**config.mk**
```make
export PLATFORM = sky130hd
export DESIGN_NAME = param_fifo
export DESIGN_NICKNAME = d
export VERILOG_FILES = /design/src/rtl/fifo_pkg.sv /design/src/rtl/fifo_ram.sv /design/src/rtl/param_fifo.sv
export SDC_FILE = /design/constraint.sdc
export NUM_CORES = 1
export LEC_CHECK = 0
export CELL_PAD_IN_SITES_DETAIL_PLACEMENT = 1
export CELL_PAD_IN_SITES_GLOBAL_PLACEMENT = 1
export CORE_MARGIN = 4
export CORE_UTILIZATION = 51
export DETAILED_ROUTE_END_ITERATION = 7
export PLACE_DENSITY = 0.86
export SKIP_LAST_GASP = 1
export SLEW_MARGIN = 5
export SYNTH_ARGS = -nofsm -noshare
export SYNTH_HDL_FRONTEND = slang
export SYNTH_SLANG_ARGS = --single-unit
```
**constraint.sdc**
```tcl
create_clock -name sys_clock_i -period 12 [get_ports sys_clock_i]
set_input_delay 2.4 -clock sys_clock_i [delete_from_list [all_inputs] [get_ports sys_clock_i]]
set_output_delay 2.4 -clock sys_clock_i [all_outputs]
set_load 0.02 [all_outputs]
```
**src/rtl/fifo_pkg.sv**
```systemverilog
// Shared constants and helpers for the parameterised show-ahead FIFO.
package fifo_pkg;

    localparam int unsigned ERR_FLAGS_W = 2;
    localparam int unsigned ERR_OVF     = 0;
    localparam int unsigned ERR_UNF     = 1;

    typedef logic [ERR_FLAGS_W-1:0] err_flags_t;

    // Pointer width carries one extra wrap bit so full and empty are distinguishable.
    function automatic int unsigned ptr_width(input int unsigned depth);
        return $clog2(depth) + 1;
    endfunction

endpackage

```
**src/rtl/fifo_ram.sv**
```systemverilog
// Storage array for param_fifo: one synchronous write port, one asynchronous read port.
module fifo_ram #(
    parameter int unsigned DATA_WIDTH = 64,
    parameter int unsigned FIFO_DEPTH = 8,
    parameter int unsigned ADDR_W     = 3
) (
    input  logic                  clk,
    input  logic                  we,
    input  logic [ADDR_W-1:0]     waddr,
    input  logic [DATA_WIDTH-1:0] wdata,
    input  logic [ADDR_W-1:0]     raddr,
    output logic [DATA_WIDTH-1:0] rdata
);

    logic [DATA_WIDTH-1:0] mem [FIFO_DEPTH];

    always_ff @(posedge clk) begin
        if (we) begin
            mem[waddr] <= wdata;
        end
    end

    assign rdata = mem[raddr];

endmodule

```
**src/rtl/param_fifo.sv**
```systemverilog
// Show-ahead FIFO with occupancy count, almost flags and synchronous flush.
// Sticky overflow/underflow flags are built only when FIFO_ERR_FLAGS_EN is defined.
module param_fifo
    import fifo_pkg::*;
#(
    parameter string       name       = "param_fifo",
    parameter int unsigned DATA_WIDTH = 64,
    parameter int unsigned FIFO_DEPTH = 8,
    parameter int unsigned AF_LEVEL   = FIFO_DEPTH - 1,
    parameter int unsigned AE_LEVEL   = 1
) (
    input  logic                                 sys_clock_i,
    input  logic                                 sys_reset_i,
    input  logic                                 flush_i,
    input  logic                                 write_i,
    input  logic [DATA_WIDTH-1:0]                data_i,
    input  logic                                 read_i,
    output logic [DATA_WIDTH-1:0]                data_o,
    output logic                                 empty_o,
    output logic                                 full_o,
    output logic                                 almost_empty_o,
    output logic                                 almost_full_o,
    output logic [ptr_width(FIFO_DEPTH)-1:0]     count_o,
    output logic                                 overflow_o,
    output logic                                 underflow_o,
    input  logic                                 err_clr_i
);

    localparam int unsigned PtrW  = ptr_width(FIFO_DEPTH);
    localparam int unsigned AddrW = PtrW - 1;

    localparam logic [PtrW-1:0] AfLevel = PtrW'(AF_LEVEL);
    localparam logic [PtrW-1:0] AeLevel = PtrW'(AE_LEVEL);

    logic [PtrW-1:0] wr_ptr_q, wr_ptr_d;
    logic [PtrW-1:0] rd_ptr_q, rd_ptr_d;
    logic            wr_ok, rd_ok;

    assign empty_o = (rd_ptr_q == wr_ptr_q);
    assign full_o  = (rd_ptr_q[AddrW-1:0] == wr_ptr_q[AddrW-1:0]) &&
                     (rd_ptr_q[AddrW] != wr_ptr_q[AddrW]);
    assign count_o = wr_ptr_q - rd_ptr_q;

    assign almost_empty_o = (count_o <= AeLevel);
    assign almost_full_o  = (count_o >= AfLevel);

    // A write into a full FIFO is fine when the same cycle pops the head slot.
    assign wr_ok = write_i & (~full_o | read_i);
    assign rd_ok = read_i & ~empty_o;

    always_comb begin
        wr_ptr_d = wr_ptr_q;
        rd_ptr_d = rd_ptr_q;
        if (flush_i) begin
            wr_ptr_d = '0;
            rd_ptr_d = '0;
        end else begin
            if (wr_ok) wr_ptr_d = wr_ptr_q + PtrW'(1);
            if (rd_ok) rd_ptr_d = rd_ptr_q + PtrW'(1);
        end
    end

    always_ff @(posedge sys_clock_i or negedge sys_reset_i) begin
        if (!sys_reset_i) begin
            wr_ptr_q <= '0;
            rd_ptr_q <= '0;
        end else begin
            wr_ptr_q <= wr_ptr_d;
            rd_ptr_q <= rd_ptr_d;
        end
    end

    fifo_ram #(
        .DATA_WIDTH (DATA_WIDTH),
        .FIFO_DEPTH (FIFO_DEPTH),
        .ADDR_W     (AddrW)
    ) u_ram (
        .clk   (sys_clock_i),
        .we    (wr_ok & ~flush_i),
        .waddr (wr_ptr_q[AddrW-1:0]),
        .wdata (data_i),
        .raddr (rd_ptr_q[AddrW-1:0]),
        .rdata (data_o)
    );

`ifdef FIFO_ERR_FLAGS_EN
    logic       wr_rej, rd_rej;
    err_flags_t err_q, err_d;

    assign wr_rej = write_i & ~wr_ok;
    assign rd_rej = read_i & empty_o;

    always_comb begin
        err_d = err_q;
        if (wr_rej) err_d[ERR_OVF] = 1'b1;
        if (rd_rej) err_d[ERR_UNF] = 1'b1;
        if (err_clr_i) err_d = '0;
    end

    always_ff @(posedge sys_clock_i or negedge sys_reset_i) begin
        if (!sys_reset_i) begin
            err_q <= '0;
        end else begin
            err_q <= err_d;
        end
    end

    assign overflow_o  = err_q[ERR_OVF];
    assign underflow_o = err_q[ERR_UNF];

`ifndef SYNTHESIS
    always_ff @(posedge sys_clock_i) begin
        if (sys_reset_i && (wr_rej || rd_rej)) begin
            $display("%s: rejected %s rd_ptr=%0d wr_ptr=%0d", name,
                     wr_rej ? "write" : "read", rd_ptr_q, wr_ptr_q);
        end
    end
`endif
`else
    localparam string unused_name = name;
    logic unused_err_clr;

    assign unused_err_clr = err_clr_i;
    assign overflow_o     = 1'b0;
    assign underflow_o    = 1'b0;
`endif

endmodule
```
**Word level (Yosys, flattened, before mapping)**

Memories as Yosys holds them, arrays and structs flattened.
Cells that the tools add are included.

- Register bits after elaboration: 8
- Bits in writable memories: 512
- Input port bits: 70
- Output and inout port bits: 74
- Logic and storage cells: 27
- Memories: 1

Memory list:

| memory | words | bits a word | rd ports | clocked after memory_dff | wr ports | RTL line | source |
|---|---|---|---|---|---|---|---|
| u_ram.mem | 8 | 64 | 1 | 0 | 1 | fifo_ram.sv:15 | `logic [DATA_WIDTH-1:0] mem [FIFO_DEPTH];` |

- $add $sub $neg: 3
- Order comparisons: 2
- Equality and inequality tests: 3
- Mux-type cells: 6
- Bitwise operators: 7
- Reduce and logical (&&, ||, !) cells: 3

Operator list:

| kind | count |
|---|---|
| 4-bit 2-to-1 mux | 4 |
| 4-bit by 1-bit adder with 4-bit output, second input constant | 2 |
| 4-bit equality test | 1 |
| 4-bit by 3-bit >= comparator with 1-bit output, second input constant | 1 |
| 4-bit by 1-bit less-or-equal comparator with 1-bit output, second input constant | 1 |
| 2-bit nonzero test | 2 |
| 4-bit subtractor | 1 |
| 1-bit AND | 3 |
| 3-bit equality test | 1 |
| 1-bit inverter | 3 |
| 1-bit 2-to-1 mux | 2 |
| 1-bit logical AND | 1 |
| 1-bit != test | 1 |
| 1-bit OR | 1 |

**Longest topological paths before layout**

Gate-level depths: netlist (run 1).

- Word-level depth: 8
- Depth in mapped cells: 7

**Modules after synthesis**

Synthesis (run 1) repeated with hierarchy kept, for this count alone.

- Cells, all modules: 827
- Area, all modules: 19917.9 um2

Modules (own cells, without submodules):

| module | times used | cells an instance | area an instance (um2) |
|---|---|---|---|
| fifo_ram | 1 | 752 | 19266.0 |
| param_fifo | 1 | 75 | 651.9 |

**Worst setup path before layout (run 1)**

Ideal clock, no wire load.

- Path type: input to register
- From: input port read_i
- To: memory u_ram.mem[6][0] (enable)
- Library setup time: 644 ps
- Arrival: 8849 ps
- Data required time: 11356 ps
- Path slack: 2507 ps
- Cell stages on the path: 3
- Cell sequence: clkbuf_1 o31ai_1 nor4_1

- Cells in the longest elaborated chain, start to end: 5

RTL lines:

| element | RTL line | source |
|---|---|---|
| start, declared | param_fifo.sv:17 | `input logic read_i,` |
| 1-bit OR | param_fifo.sv:48 | `assign wr_ok = write_i & (~full_o \| read_i);` |
| 1-bit AND | param_fifo.sv:48 |  |
| 1-bit AND | param_fifo.sv:79 | `.we (wr_ok & ~flush_i),` |
| 1-bit 2-to-1 mux | fifo_ram.sv:18 | `if (we) begin` |
| 1-bit 2-to-1 mux (not written as such) | fifo_ram.sv:19 | `mem[waddr] <= wdata;` |
| end, declared | fifo_ram.sv:15 |  |

No other way between the ends.

**Worst setup path in the final report (run 1)**

- From: register rd_ptr_q[1]
- To: output port data_o[54]

- Cells in the longest elaborated chain, start to end: 1

RTL lines:

| element | RTL line | source |
|---|---|---|
| start, declared | param_fifo.sv:36 | `logic [PtrW-1:0] rd_ptr_q, rd_ptr_d;` |
| start signal, assigned | param_fifo.sv:69 | `rd_ptr_q <= rd_ptr_d;` |
| memory read 8 x 64 bit | n/a |  |
| end, declared | param_fifo.sv:18 | `output logic [DATA_WIDTH-1:0] data_o,` |

No other way between the ends.

==> results of run 1 <==
## state kept, by name, indices dropped and copies added, names as in the netlist
signal	count
u_ram.mem	512
rd_ptr_q	4
wr_ptr_q	4
## cells by family (layout without fill, tap and decap cells)
family,after synthesis,after routing,synth area share
XOR/XNOR,3,3,0.00131
AO/OA/AOI/OAI,17,17,0.00639
flip-flops,520,520,0.779
AND/OR/NAND/NOR,228,228,0.0453
other,1,3,0.000188
buffers and inverters,57,259,0.0158
multiplexers,134,134,0.148
adder cells (fa/ha/maj),6,6,0.00413
## metal layers
layer,part of all wire,vias to the layer above
met5,0.00047,-
met3,0.064,61
li1,-,4180
met1,0.41,5070
met4,0.016,2
met2,0.51,293
## path summary, 6_finish.rpt
check / to / slack [ns] / cells after the start
worst min-delay path: rd_ptr_q[3] / 0.69 / 2
worst min register to register: rd_ptr_q[3] / 0.69 / 2
max in group asynchronous: rd_ptr_q[0] / 9.52 / 1
min in group asynchronous: wr_ptr_q[0] / 2.13 / 1
worst max-delay path: data_o[54] / 5.67 / 5
worst max register to register: u_ram.mem[0][34] / 7.77 / 6
## power by group through the flow
stage / logic [mW] / registers, mW / clock network (mW)
2_1_floorplan: 0.341 / 2.07 / 0
3_3_place_gp: 0.494 / 2.09 / 0
3_5_place_dp: 0.508 / 2.09 / 0
5_1_grt: 0.541 / 2.06 / 1.63
6_report: 0.502 / 2.05 / 1.51
4_1_cts: 0.512 / 2.05 / 1.55
## worst min-delay path: stages, from the launching register on
cell and delay, ns:
dfrtp_1 0.41, nor2_1 0.10, mux2_2 0.14
## stage by stage
stage          hold WS [ns]  instance area [µm²]
2_1_floorplan         0.590                20000
3_3_place_gp          0.646                21900
3_5_place_dp          0.671                21900
4_1_cts               0.686                23500
5_1_grt               0.716                23500
6_report              0.688                23500
## synthesized netlist by cell type, types with 2 or more instances
master	instances	area, µm²
edfxtp_1	512	15400
nand2_1	196	736
mux4_2	128	2880
buf_2	16	80.1
clkbuf_1	16	60.1
nor2_1	15	56.3
buf_6	10	113
inv_1	9	33.8
dfrtp_1	8	200
ha_1	5	62.6
mux2_2	5	56.3
buf_1	4	15.0
nor2b_1	4	25.0
a21oi_1	3	15.0
o31ai_1	3	22.5
buf_4	2	15.0
nand3_1	2	10.0
nand3b_1	2	15.0
nand4_1	2	12.5
o21ai_0	2	10.0
o311ai_0	2	17.5
xor2_1	2	17.5
## cell type report
cell class                 count  area [µm²]
clock inverter                29         226
multi-input combinational    390        4150
antenna                        1        2.50
tap                          518         648
inverter                       9        33.8
fill                        3307       15200
clock buffer                  65        1350
timing repair buffer         156        1520
sequential                   520       15600
## cells in the final DEF, fill, tap and decap left out, types with 3 or more instances in the layout
| cell | netlist | routed |
|---|---|---|
| a21oi_1 | 3 | 3 |
| buf_4 | 2 | 16 |
| bufinv_16 | 0 | 3 |
| clkbuf_1 | 16 | 13 |
| clkbuf_16 | 0 | 52 |
| clkdlybuf4s50_1 | 0 | 140 |
| clkinv_1 | 0 | 12 |
| clkinv_2 | 0 | 10 |
| dfrtp_1 | 8 | 5 |
| edfxtp_1 | 512 | 512 |
| ha_1 | 5 | 5 |
| inv_1 | 9 | 8 |
| mux2_2 | 5 | 5 |
| mux4_2 | 128 | 128 |
| nand2_1 | 196 | 196 |
| nor2_1 | 15 | 9 |
| nor2_4 | 0 | 6 |
| nor2b_1 | 4 | 4 |
| o31ai_1 | 3 | 3 |
==> impl_metrics.yaml, run 1 <==
timing:
  timing.final.crit_share: 0.527
  fmax_mhz: 158
  setup_slack_ns: 5.67
  slew_violations: 0
  slew_headroom: 0.225
  rsz0062_at_grt: "no"
  tns_ns: 0
  worst_slew_pin_slew_ns: 1.16
  fin_crit_ns: 6.33
  skew_ns: 0.0207
  setup_viol_count_final: 0
  hold_viol: 0
route:
  drtIter0Drc: 719
  drt-wirelength-per-cell_um: 25.4
  firstDrtPassIters: 5
  antenna_left: 0
  finalWirelength_um: 42900
  drc: 0
  avgViaCountPerCell: 5.69
  vias: 9606
grt:
  grt_pass1_vias: 10500
  grt_max_degree: 68
  grt_pass1_wl_um: 65100
  met2_usage: 0.344
  met1_usage: 0.282
  antenna_found_initial: 2
  grt_overflow: 0
  grt.busiest_layer: "met2"
  grt_util_met3: 0.0502
  gr-usage-all-layers: 0.207
final_layout:
  nNetsFinal: 1204
  layout-drive-gt1-share: 0.199
  area_delta_synth_final_pct: 17.7
  fin_util: 0.607
  fin_cells: 1688
floorplan:
  core_area_um2: 38700
  chipHeight_um: 206
  num_io_pins: 144
  die_area_um2: 42400
  rows: 72
  die_w_um: 206
  initial_core_util: 0.516
logic_synthesis:
  synth.avg_cell_area_um2: 20.7
  synthDistinctLibCells: 40
  ys.warnings.count: 0
  synth-edff-count: 512
  synthFlopType: "edfxtp_1"
  synth_seq_cells: 520
  synth_area_um2: 20000
  yosysSeqAreaShare: 0.779
  synth_cells: 966
  async_reset_ff_frac: 0.0154
worst_setup_path:
  max_stage_delay_ns: 1.05
  crit_chain: "buf_4 > mux4_2 > nand2_1 > nand2_1 > clkdlybuf4s50_1"
  slowest_stage: "dfrtp_4"
  cp.buffers_inverters: 2
  criticalPathCategory: "flop to output pin"
  worstSetupEndpointType: "output pin"
  crit_top_cell: "nand2_1"
  regToRegStartpoint: "rd_ptr_q[1]"
  worstSetupStartpoint: "rd_ptr_q[1]"
  critPathLaunchType: "flop"
  critPathRequiredTime_ns: 9.60
  crit_arrival_ns: 3.93
  cp_max_fo: 67
  path_delay_family: "buffers and inverters"
placed_design:
  dpl_worst_slack_ns: 6.22
  dp_hpwl_um: 23700
  place.gp.congestion: 0.716
  place_inst: 1593
  placement.io_buffers: 140
clock_tree:
  path_clk_slew_ns: 0.06
  clock-sinks: 520
  cts_buffers: 51
  ctsResizeCount: 0
  cts_setup_buffers: 0
  cts_root_buffer: "clkbuf_16"
  clk_latency_ns: 0.58
  cts_tree: "yes"
  cts.path.max_buffers: 3
  cts-htree-levels: 2
  cts.hold.buffers_added: 0
min_path:
  worstHoldPathType: "flop to flop"
  min-delay-start: "rd_ptr_q[3]"
power_and_ir_drop:
  pwr-share-seq: 0.505
  clkPwrFrac: 0.372
  comb_power_share: 0.123
  p_leak_nw: 7.57
  p_int_mw: 3.14
  power_mw: 4.07
  switchingPower_uw: 929
  power.density_nw_per_um2: 173
  swShare: 0.229
  vdd_drop_max_v: 0.000141
flow_run:
  maxCapViolCount: 0
status:
  status: "complete, no violations"
Note: power is estimated with default switching activity, not from simulation.
==> run 2, diff against run 1 <==
==> constraint.sdc (replaced) <==
create_clock -name sys_clock_i -period 6.4 [get_ports sys_clock_i]
set_input_delay 1.28 -clock sys_clock_i [delete_from_list [all_inputs] [get_ports sys_clock_i]]
set_output_delay 1.28 -clock sys_clock_i [all_outputs]
set_load 0.02 [all_outputs]
==> impl_metrics.yaml, run 2 (synthesized netlist as in run 1, its figures left out) <==
final_layout:
  multi_input_area_um2: 4170
  register_area_um2: 15600
  largest_register_ffs: 512
  area_delta_synth_final_pct: 18.2
  reg.largest.list: "u_ram.mem x512, rd_ptr_q x4, wr_ptr_q x4"
  layout_commonest_cell: "edfxtp_1"
  regMostFlops: "u_ram.mem"
  fillCellCount: 3296
  layout-drive-gt1-share: 0.209
  nNetsFinal: 1214
  fin_area_um2: 23600
  fin_util: 0.610
  mostFrequentLayoutCells: "512 x edfxtp_1, 196 x nand2_1, 140 x clkdlybuf4s50_1"
route:
  drtIter0Drc: 669
  firstDrtPassIters: 5
  drt-wirelength-per-cell_um: 25.7
  drc: 0
  avgViaCountPerCell: 5.72
  finalWirelength_um: 43600
  antenna_left: 0
  vias: 9694
worst_setup_path:
  r2r.worst_path.cells: 5
  crit_arrival_ns: 3.49
  critPathRequiredTime_ns: 5.12
  regToRegStartpoint: "rd_ptr_q[0]"
  worstSetupEndpointType: "output pin"
  criticalPathCategory: "flop to output pin"
  endpoint: "data_o[19]"
  cp_max_fo: 50
  reg2reg_slack_ns: 2.60
  r2r-end: "u_ram.mem[4][60]"
  critPathLaunchType: "flop"
  worstSetupStartpoint: "rd_ptr_q[0]"
grt:
  gr-usage-all-layers: 0.212
  grt_overflow: 0
  grt_pass1_wl_um: 66600
  antenna_found_initial: 1
  grt_max_degree: 132
  grt_pass1_vias: 10700
power_and_ir_drop:
  switchingPower_mw: 1.72
  swShare: 0.225
  p_int_mw: 5.90
  clkPwrFrac: 0.369
  comb_power_share: 0.127
  power.density_nw_per_um2: 322
  p_leak_nw: 7.64
  pwr-share-seq: 0.504
  vdd_drop_max_v: 0.000269
placed_design:
  postPlaceCellArea_um2: 22100
  placement.io_buffers: 140
  dp_hpwl_um: 25000
  place.gp.congestion: 0.708
  dpl_worst_slack_ns: 2.00
clock_tree:
  cts_buffers: 51
  cts_setup_buffers: 0
  cts.hold.buffers_added: 0
  cts_root_buffer: "clkbuf_16"
  ctsResizeCount: 0
  clk_latency_ns: 0.57
  clock-sinks: 520
  path_clk_slew_ns: 0.06
  cts_tree: "yes"
  cts.path.max_buffers: 3
  cts-htree-levels: 2
timing:
  tns_ns: 0
  rsz0062_at_grt: "no"
  hold_viol: 0
  whs_ns: 0.677
  setup_viol_count_final: 0
  fin_crit_ns: 4.77
  slew_violations: 0
  fmax_mhz: 210
  worst_slew_pin_slew_ns: 1.11
  setup_slack_ns: 1.63
  timing.final.crit_share: 0.745
  skew_ns: 0.0143
  slew_headroom: 0.255
floorplan:
  num_io_pins: 144
  initial_core_util: 0.516
  rows: 72
  die_w_um: 206
  die_area_um2: 42400
  core_area_um2: 38700
  chipHeight_um: 206
flow_run:
  maxCapViolCount: 0
status:
  status: "complete, no violations"
min_path:
  worstHoldPathType: "flop to flop"
[run 2: cell count changes in the layout (fill, tap and decap cells not counted), sizes merged]
cell	previous run	this run
clkbuf	65	60
buf	16	26
inv	11	8
clkinv	23	27
[run 2: critical path: stages (launching register included)]
cell             delay [ns]
dfrtp_4                1.08
buf_4                  0.45
mux4_2                 0.57
nand2_1                0.11
nand2_1                0.10
clkdlybuf4s50_1        0.55
[run 2: worst min path at each step]
stage                            from  slack, ns           to  cells past startpoint
after global routing      rd_ptr_q[3]       0.72  rd_ptr_q[3]                      2
after global placement    wr_ptr_q[1]       0.65  wr_ptr_q[1]                      2
after detailed placement  wr_ptr_q[1]       0.67  wr_ptr_q[1]                      2
after CTS                 wr_ptr_q[1]       0.68  wr_ptr_q[1]                      2
after floorplan           wr_ptr_q[1]       0.59  wr_ptr_q[1]                      2
final                     wr_ptr_q[1]       0.68  wr_ptr_q[1]                      2
[run 2: final cells by class]
type / instances / area share
Timing Repair Buffer: 166 / 0.0686
Clock buffer: 60 / 0.0572
Multi-Input combinational cell: 390 / 0.176
Sequential cell: 520 / 0.660
Clock inverter: 30 / 0.00900
Tap cell: 518 / 0.0274
Inverter: 9 / 0.00148
Antenna cell: 1 / 0.000106
[run 2: routing by layer]
layer	part of all wire	track usage
met1	0.42	0.292
met2	0.52	0.361
met3	0.053	0.0410
met4	0.013	0.0418
met5	0.00046	0
[run 2: metrics by stage]
stage | power [mW] | cells
after CTS | 7.71 | 1693
after floorplan | 4.51 | 967
after global routing | 7.93 | 1693
final | 7.62 | 1694
after detailed placement | 4.89 | 1603
after global placement | 4.86 | 1603
[run 2: power groups by stage]
stage | Sequential (mW) | Combinational (mW) | Clock [mW]
2_1_floorplan | 3.87 | 0.640 | 0
3_3_place_gp | 3.91 | 0.947 | 0
3_5_place_dp | 3.92 | 0.977 | 0
4_1_cts | 3.85 | 0.985 | 2.88
5_1_grt | 3.85 | 1.04 | 3.04
6_report | 3.84 | 0.966 | 2.81
==> run 3, diff against run 2 <==
==> constraint.sdc (replaced) <==
create_clock -name sys_clock_i -period 4.88 [get_ports sys_clock_i]
set_input_delay 0.976 -clock sys_clock_i [delete_from_list [all_inputs] [get_ports sys_clock_i]]
set_output_delay 0.976 -clock sys_clock_i [all_outputs]
set_load 0.02 [all_outputs]
==> impl_metrics.yaml, run 3 (synthesized netlist as in run 1, its figures left out) <==
status:
  status: "complete, no violations"
timing:
  worst_slew_pin_slew_ns: 1.02
  tns_ns: 0
  skew_ns: 0.0212
  rsz0062_at_grt: "no"
  hold_viol: 0
  fmax_mhz: 250
  slew_headroom: 0.317
  setup_viol_count_final: 0
  timing.final.crit_share: 0.819
  slew_violations: 0
  fin_crit_ns: 3.99
worst_setup_path:
  worstSetupEndpointType: "output pin"
  critPathLaunchType: "flop"
  criticalPathCategory: "flop to output pin"
  r2r.worst_path.cells: 5
  critPathRequiredTime_ns: 3.90
  r2r-end: "u_ram.mem[4][36]"
  cp_max_fo: 35
  reg2reg_slack_ns: 1.81
  regToRegStartpoint: "wr_ptr_q[2]"
  crit_arrival_ns: 3.02
min_path:
  hold_path_depth: 2
  whs_endpoint: "wr_ptr_q[1]"
  worstHoldPathType: "flop to flop"
  min-delay-start: "wr_ptr_q[1]"
power_and_ir_drop:
  vdd_drop_max_v: 0.000374
  p_leak_nw: 7.62
  power.density_nw_per_um2: 424
clock_tree:
  cts_root_buffer: "clkbuf_16"
  cts-htree-levels: 2
  path_clk_slew_ns: 0.06
  cts_tree: "yes"
  cts.hold.buffers_added: 0
  clock-sinks: 520
  cts_buffers: 51
  cts_setup_buffers: 0
  clk_latency_ns: 0.58
  ctsResizeCount: 0
  cts.path.max_buffers: 3
route:
  finalWirelength_um: 44100
  avgViaCountPerCell: 5.74
  firstDrtPassIters: 5
  drc: 0
  antenna_left: 0
  drt-wirelength-per-cell_um: 26.1
  vias: 9714
  drtIter0Drc: 727
floorplan:
  initial_core_util: 0.516
  die_area_um2: 42400
  num_io_pins: 144
  rows: 72
  die_w_um: 206
  core_area_um2: 38700
  chipHeight_um: 206
flow_run:
  maxCapViolCount: 0
final_layout:
  reg.largest.list: "u_ram.mem x512, rd_ptr_q x4, wr_ptr_q x4"
  layout_commonest_cell: "edfxtp_1"
  layout-drive-gt1-share: 0.203
  largest_register_ffs: 512
  mostFrequentLayoutCells: "512 x edfxtp_1, 196 x nand2_1, 140 x clkdlybuf4s50_1"
  area_delta_synth_final_pct: 18.4
  fillCellCount: 3299
  n_antenna_cell: 0
  nNetsFinal: 1210
  regMostFlops: "u_ram.mem"
  fin_area_um2: 23700
placed_design:
  placement.io_buffers: 140
  dp_hpwl_um: 24800
  place.gp.congestion: 0.713
  postPlaceCellArea_um2: 22100
grt:
  grt_overflow: 0
  grt_pass1_vias: 10800
  antenna_found_initial: 2
  grt_max_degree: 102
  grt_pass1_wl_um: 67300
  gr-usage-all-layers: 0.213
[run 3: worst max path at each step]
stage	start	depth (start not counted)	end
6_report	rd_ptr_q[2]	6	data_o[37]
5_1_grt	rd_ptr_q[2]	6	data_o[37]
4_1_cts	rd_ptr_q[2]	6	data_o[37]
3_5_place_dp	flush_i	5	u_ram.mem[3][36]
3_3_place_gp	flush_i	5	u_ram.mem[5][43]
2_1_floorplan	rd_ptr_q[1]	7	u_ram.mem[5][0]
[run 3: area by class of cell]
class / instances / area, µm² / area share
Clock buffer: 65 / 1370 / 0.0579
Clock inverter: 27 / 203 / 0.00856
Inverter: 9 / 35.0 / 0.00148
Multi-Input combinational cell: 390 / 4170 / 0.176
Sequential cell: 520 / 15600 / 0.659
Tap cell: 518 / 648 / 0.0274
Timing Repair Buffer: 162 / 1650 / 0.0699
[run 3: per-stage QoR]
| step | hold WS, ns | instances | total power [mW] | setup WS [ns] | util |
|---|---|---|---|---|---|
| 5_1_grt | 0.691 | 1691 | 10.4 | 0.700 | 0.611 |
| 3_5_place_dp | 0.669 | 1599 | 6.42 | 1.25 | 0.570 |
| 6_report | 0.678 | 1691 | 10.0 | 0.885 | 0.611 |
| 2_1_floorplan | 0.590 | 967 | 5.92 | -0.0342 | - |
| 4_1_cts | 0.667 | 1691 | 10.1 | 0.821 | 0.611 |
| 3_3_place_gp | 0.651 | 1599 | 6.37 | 1.30 | 0.570 |
[run 3: routing by layer]
metal | share of wire | wire length (µm) | track usage
met1 | 0.41 | 18300 | 0.292
met4 | 0.020 | 861 | 0.0577
met2 | 0.52 | 22900 | 0.364
met3 | 0.047 | 2070 | 0.0347
met5 | 0.00072 | 32 | 0
[run 3: power breakdown]
group	switching [mW]	internal, mW
clock	1.59	2.13
sequential	0.0254	4.97
combinational	0.669	0.642
total	2.28	7.75
[run 3: critical path, cell delays in order (launching register included)]
cell and delay (ns):
dfrtp_4 0.48, clkinv_2 0.06, buf_4 0.45, buf_4 0.53, nand2_1 0.12, nand2_1 0.12, clkdlybuf4s50_1 0.64
